File: src/rtl/pipe_stage_skid_latch.sv
// pipe_stage_skid_latch: inter-stage pipeline latch with a two-entry skid buffer.
// in_ready depends only on state and rst, so back-pressure is never combinational.
// Ports:
//   clk, rst (sync, active-high), flush
//   in_valid / in_ready / in_data     upstream handshake and payload
//   out_valid / out_ready / out_data  downstream handshake and payload
//   stall_cnt, flush_cnt              perf counters (PIPE_LATCH_PERF_EN only)
// Build option: define PIPE_LATCH_PERF_EN to add saturating stall/flush counters.
module pipe_stage_skid_latch #(
    parameter int unsigned       DATA_W     = 32,
    parameter logic [DATA_W-1:0] BUBBLE_VAL = '0,
    parameter int unsigned       CNT_W      = 16
) (
    input  logic              clk,
    input  logic              rst,
    input  logic              flush,
    input  logic              in_valid,
    output logic              in_ready,
    input  logic [DATA_W-1:0] in_data,
    output logic              out_valid,
    input  logic              out_ready,
    output logic [DATA_W-1:0] out_data
`ifdef PIPE_LATCH_PERF_EN
    ,
    output logic [CNT_W-1:0]  stall_cnt,
    output logic [CNT_W-1:0]  flush_cnt
`endif
);

    typedef enum logic [1:0] {
        EMPTY = 2'd0,
        FULL  = 2'd1,
        SKID  = 2'd2
    } state_e;

    state_e            state_q, state_d;
    logic [DATA_W-1:0] main_q, main_d;
    logic [DATA_W-1:0] skid_q, skid_d;
    logic              in_fire;
    logic              out_fire;

    if (CNT_W < 1) begin : g_bad_cnt_w
        $error("CNT_W must be at least 1");
    end

    assign in_ready  = (state_q != SKID) && !rst;
    assign out_valid = (state_q != EMPTY);
    // Hide stale main contents whenever nothing live is held.
    assign out_data  = out_valid ? main_q : BUBBLE_VAL;
    assign in_fire   = in_valid && in_ready;
    assign out_fire  = out_valid && out_ready;

    always_comb begin
        state_d = state_q;
        main_d  = main_q;
        skid_d  = skid_q;
        if (flush) begin
            // Squash everything; a same-cycle in_fire is dropped.
            state_d = EMPTY;
            main_d  = BUBBLE_VAL;
            skid_d  = BUBBLE_VAL;
        end else begin
            unique case (state_q)
                EMPTY: begin
                    if (in_fire) begin
                        state_d = FULL;
                        main_d  = in_data;
                    end
                end
                FULL: begin
                    if (in_fire && out_fire) begin
                        main_d = in_data;
                    end else if (in_fire) begin
                        state_d = SKID;
                        skid_d  = in_data;
                    end else if (out_fire) begin
                        state_d = EMPTY;
                    end
                end
                SKID: begin
                    if (out_fire) begin
                        state_d = FULL;
                        main_d  = skid_q;
                    end
                end
                default: begin
                    state_d = EMPTY;
                end
            endcase
        end
    end

    always_ff @(posedge clk) begin
        if (rst) begin
            state_q <= EMPTY;
            main_q  <= BUBBLE_VAL;
            skid_q  <= BUBBLE_VAL;
        end else begin
            state_q <= state_d;
            main_q  <= main_d;
            skid_q  <= skid_d;
        end
    end

`ifdef PIPE_LATCH_PERF_EN
    logic [CNT_W-1:0] stall_cnt_q, stall_cnt_d;
    logic [CNT_W-1:0] flush_cnt_q, flush_cnt_d;

    // Saturating counters; flush does not clear them.
    always_comb begin
        stall_cnt_d = stall_cnt_q;
        flush_cnt_d = flush_cnt_q;
        if (out_valid && !out_ready && (stall_cnt_q != '1)) begin
            stall_cnt_d = stall_cnt_q + CNT_W'(1);
        end
        if (flush && (flush_cnt_q != '1)) begin
            flush_cnt_d = flush_cnt_q + CNT_W'(1);
        end
    end

    always_ff @(posedge clk) begin
        if (rst) begin
            stall_cnt_q <= '0;
            flush_cnt_q <= '0;
        end else begin
            stall_cnt_q <= stall_cnt_d;
            flush_cnt_q <= flush_cnt_d;
        end
    end

    assign stall_cnt = stall_cnt_q;
    assign flush_cnt = flush_cnt_q;
`endif

endmodule

File: config.mk
export PLATFORM = sky130hd
export DESIGN_NAME = pipe_stage_skid_latch
export DESIGN_NICKNAME = d
export VERILOG_FILES = /design/src/rtl/pipe_stage_skid_latch.sv
export SDC_FILE = /design/constraint.sdc
export NUM_CORES = 1
export LEC_CHECK = 0
export BUFFER_PORTS_ARGS = -buffer_cell sky130_fd_sc_hd__buf_4
export CAP_MARGIN = 10
export CORE_MARGIN = 2
export CORE_UTILIZATION = 40
export DETAILED_ROUTE_END_ITERATION = 8
export GPL_TIMING_DRIVEN = 0
export PLACE_DENSITY_LB_ADDON = 0.3
export SYNTH_ARGS = -nofsm -noshare
export SYNTH_HDL_FRONTEND = slang
export SYNTH_SLANG_ARGS = --single-unit
export TNS_END_PERCENT = 10
File: constraint.sdc
create_clock -name clk -period 3 [get_ports clk]
set_input_delay 0.3 -clock clk [delete_from_list [all_inputs] [get_ports clk]]
set_output_delay 0.3 -clock clk [all_outputs]
set_load 0.1 [all_outputs]
* Word level (Yosys, flattened, before mapping)
Cells that the tools add are included.
Word-level totals: register bits 66, ROM bits 0, latch bits 0, output and inout port bits 34, logic and storage cells 35, memories kept 0, RAM bits 0
Operators by class: $mul 0, mux-type cells 11, div/mod/pow operators 0, bitwise operators 1, shift-type cells 0, equality and inequality tests 8, add/subtract/negate cells 0, $lt $le $gt $ge 0, reductions and logical operators 12
Operators with widths (count):
- $mux 32 | 4
- $pmux 32 s3 | 1
- $mux 2 | 5
- $ne 2x2->1 const B | 5
- $reduce_and 4->1 | 2
- $pmux 2 s3 | 1
- $logic_and 1x1->1 | 4
- $ne 3x3->1 const B | 1
- $reduce_and 3->1 | 1
- $reduce_bool 3->1 | 1
- $eq 2x1->1 const B | 1
- $eq 2x2->1 const B | 1
- $logic_not 2->1 | 1
- $reduce_bool 2->1 | 1
- $reduce_or 2->1 | 1
- $logic_not 1->1 | 1
- $not 1->1 | 1

* Logic depth before layout (Yosys ltp)
word-level depth 6, gate-level depth with buffers 6, mapped depth without buffers 3

* Worst setup path before layout
No wires, ideal clock.
kind reg2out, start register state_q[1], end output port out_data[10], buffers on the path 2, slack 0.603 ns, cell stages (with the launch flop) 5, arrival 2.097 ns, cells stage by stage dfxtp_1 > buf_2 > nor2_1 > clkbuf_1 > nor2b_1
On the way: cells in the longest elaborated chain, start to end 2
Ends and longest elaborated chain:
- start: declaration | line 36 | state_e state_q, state_d;
- start signal: assignment | line 99 | state_q <= state_d;
- $reduce_bool 2->1 | line 47 | assign out_valid = (state_q != EMPTY);
- $mux 32 | line 49 | assign out_data = out_valid ? main_q : BUBBLE_VAL;
- end: declaration | line 22 | output logic [DATA_W-1:0] out_data
No other way between the ends.

* Final worst setup path
start register state_q[1], end output port out_data[12]
The elaborated chain is that of the path after synthesis.

==> impl_summary.log <==
INFO  metric ctsLongestPathBuffers = 2
INFO  metric vertical_die_dimension = 93.8 µm
INFO  metric detail_route.wl_per_cell = 16.4 µm
INFO  metric area_growth = 26.3%
INFO  metric critical-path-max-stage-delay = 0.46 ns
INFO  metric grt_max_degree = 12
INFO  metric diodes = 0
INFO  metric drv_cap = 0
INFO  metric fp.dieArea = about 8800 µm²
INFO  metric first_iter_violations = approximately 140
INFO  metric ys.warnings.count = 0
INFO  metric track_usage = 21.2%
INFO  metric final.min_clock_period = 2.27 ns
INFO  metric power.ir.vdd_worst = between 0.0002 and 0.00025 V
INFO  metric clock_insertion_delay_worst_skew = ~0.34 ns
INFO  metric min-delay-path-class = in -> reg
INFO  metric synth_edf_count = 0
INFO  metric drive_above_1_share = approximately a quarter
INFO  metric ys_seq_elements = 66
INFO  metric final-hold-violation-count = 0
INFO  metric ant_nets = 0
INFO  metric synth_largest_type_area_fraction = 41.0%
INFO  metric route.vias.total = just over 3,000
INFO  metric synth.net_count = slightly below 400
INFO  metric power_per_cell_area = 468 nW/µm²
INFO  metric grt.overflow.total = 0
INFO  metric period_share = about three quarters
INFO  metric num-nets-final = between 400 and 500
INFO  metric fin_skew = slightly above 0.01 ns
INFO  metric syn-mean-instance-area = between 9 and 10 µm²
INFO  metric viasPerCell = between 5 and 6
INFO  metric critPathLaunchType = flop
INFO  metric slew-limit-headroom = ~56%
INFO  metric postSynth.asyncResetShare = 0%
INFO  metric io_buffer_count = 70
INFO  metric postSynth.topFlopCell = sky130_fd_sc_hd__dfxtp_1
INFO  metric cp_max_fo = 10
INFO  metric routed_wl = about 8.9 mm
INFO  metric worst_slew_pin_slew = approximately 0.67 ns
INFO  metric count_of_cell_types_in_the_netlist = 27
INFO  metric count_of_hold_fix_buffers_inserted_at_cts = 0
INFO  metric post_route_drc_violation_count = 0
INFO  metric worstPathCellList = buf_2 > nor2_1 > clkbuf_1 > nor2b_1 > buf_4
INFO  metric maxClockFrequency = between 400 and 500 MHz
INFO  metric worst-endpoint-arrival = 1.97 ns
INFO  metric number_of_global_route_vias_before_repair = between 3,000 and 4,000
INFO  metric gp_congestion = ~0.78
INFO  metric cts_tree = done
INFO  metric grt_pass1_wl = 14.6 mm
INFO  metric mappedNetlistArea = 3220 µm²
INFO  metric total_leakage_power = 0.00163 µW
INFO  metric synthDominantAreaCellType = sky130_fd_sc_hd__dfxtp_1
INFO  metric crit_slowest_cell = sky130_fd_sc_hd__clkbuf_1
INFO  metric worstSetupPathType = reg -> out
INFO  metric drt_first_pass_iters = 4
INFO  metric required = ~2.7 ns
INFO  metric clkSlewWorstSetupHoldPaths = 0.07 ns
INFO  metric ios = between 70 and 80
INFO  metric post_cts.repair.setup_buffers = 0
INFO  metric status = finished, final reports clean
INFO  metric dpl.hpwl = ~6.2 mm
INFO  metric synth_sequential_area_ratio = about two fifths
INFO  metric ys_top_cells_by_count = sky130_fd_sc_hd__dfxtp_1, sky130_fd_sc_hd__a21oi_1, sky130_fd_sc_hd__mux2i_1
INFO  metric setup_total_negative_slack = 0 ns
INFO  metric synth.most_common_cell = sky130_fd_sc_hd__dfxtp_1
INFO  metric master_cell_of_the_clock_root_buffer = sky130_fd_sc_hd__clkbuf_8
INFO  metric grt_antenna_before_repair = 0
INFO  metric post_synth_inst_count = 356
INFO  metric netlist_top_cells_area = sky130_fd_sc_hd__dfxtp_1, sky130_fd_sc_hd__mux2i_1, sky130_fd_sc_hd__a311oi_1
INFO  metric design.core.area = about 8000 µm²
INFO  metric fp.dieW = between 90 and 100 µm
INFO  metric n_fill_cell = approximately 780
INFO  metric cts-htree-levels = 3
INFO  metric cts.sink_count = 66
INFO  metric path_delay_family = buffers and inverters
INFO  metric worst_setup_path_end_kind = output pin
INFO  metric p_total = 1910 µW
INFO  metric path_buf_inv = 3
INFO  metric cts_made_buffers = 9
INFO  metric cts_resized = 0
INFO  metric start_util = between 40% and 50%
INFO  metric placement_rows = 32
INFO  metric timing.final.setup_violations = 0
INFO  metric unrepaired_setup_endpoints_after_global_routing = false
INFO  metric slew_viol_final = 0
## sequential cells by signal, summed over array words and instances (netlist names)
name / cells
main_q: 32
skid_q: 32
state_q: 2
## cell usage in the layout, fill, tap and decap left out, drive strengths merged
cell type  instances
buf               84
dfxtp             66
clkbuf            43
mux2i             33
a21oi             33
a211oi            33
nor2b             32
a311oi            32
nand3             32
o21ai             32
clkinv             4
nor2               3
inv                2
nand2b             2
and2               1
and3b              1
a31o               1
or2                1
nand2              1
or3b               1
o21ba              1
nor4bb             1
nand4bb            1
nand3b             1
bufinv             1
## where the power goes
part | switching [µW] | total [µW] | internal, µW
clock network | 336 | 740 | 404
logic | 169 | 262 | 93.6
registers | 9.33 | 903 | 894
## final cells by class
class | count | area (µm²) | share of cell area [%]
inverters | 2 | 7.51 | 0.184
flip-flops and latches | 66 | 1320 | 32.4
repair buffers | 70 | 526 | 12.9
multi-input cells | 242 | 1700 | 41.7
plain buffers | 46 | 196 | 4.82
clock buffers | 11 | 141 | 3.47
well taps | 102 | 128 | 3.13
clock inverters | 5 | 53.8 | 1.32
## routing by layer
metal / GRT usage (%) / part of all wire [%]
met4: 9.18 / 1.9
met3: 4.57 / 5.3
met5: 0 / 0
met2: 35.7 / 49
met1: 25.9 / 44
## stage by stage
stage	worst slack [ns]	util [%]	hold WS [ns]	instances	area, µm²
5_1_grt	0.563	52.4	0.179	544	4070
2_1_floorplan	0.603	-	0.373	356	3220
6_report	0.731	52.4	0.186	544	4070
3_3_place_gp	1.06	49.9	0.459	528	3880
4_1_cts	0.753	52.4	0.178	544	4070
3_5_place_dp	1.12	49.9	0.465	528	3880
## worst reg2reg max path: cells and delay by family (launching register included)
family / cells / cell delay, ns
buffers and inverters: 2 / 0.59
AND/OR/NAND/NOR: 1 / 0.33
AO/OA/AOI/OAI: 2 / 0.43
flip-flops: 1 / 0.30
## worst paths after layout
kind              start           end  slack, ns  cells past startpoint
max          state_q[1]  out_data[12]       0.73                      5
min reg2reg  skid_q[22]    skid_q[22]       0.47                      2
min           out_ready    state_q[1]       0.19                      2
max reg2reg  state_q[1]    main_q[22]       1.27                      5
## cells by family (layout without fill, tap and decap cells)
family	count (synthesis)	after routing	share of synthesized area, %
buf+inv	48	134	6.33
compound gates	132	132	28.6
flops	66	66	41.0
simple gates	77	77	13.9
mux	33	33	10.2
No activity file was read; power rests on OpenSTA's default activity.
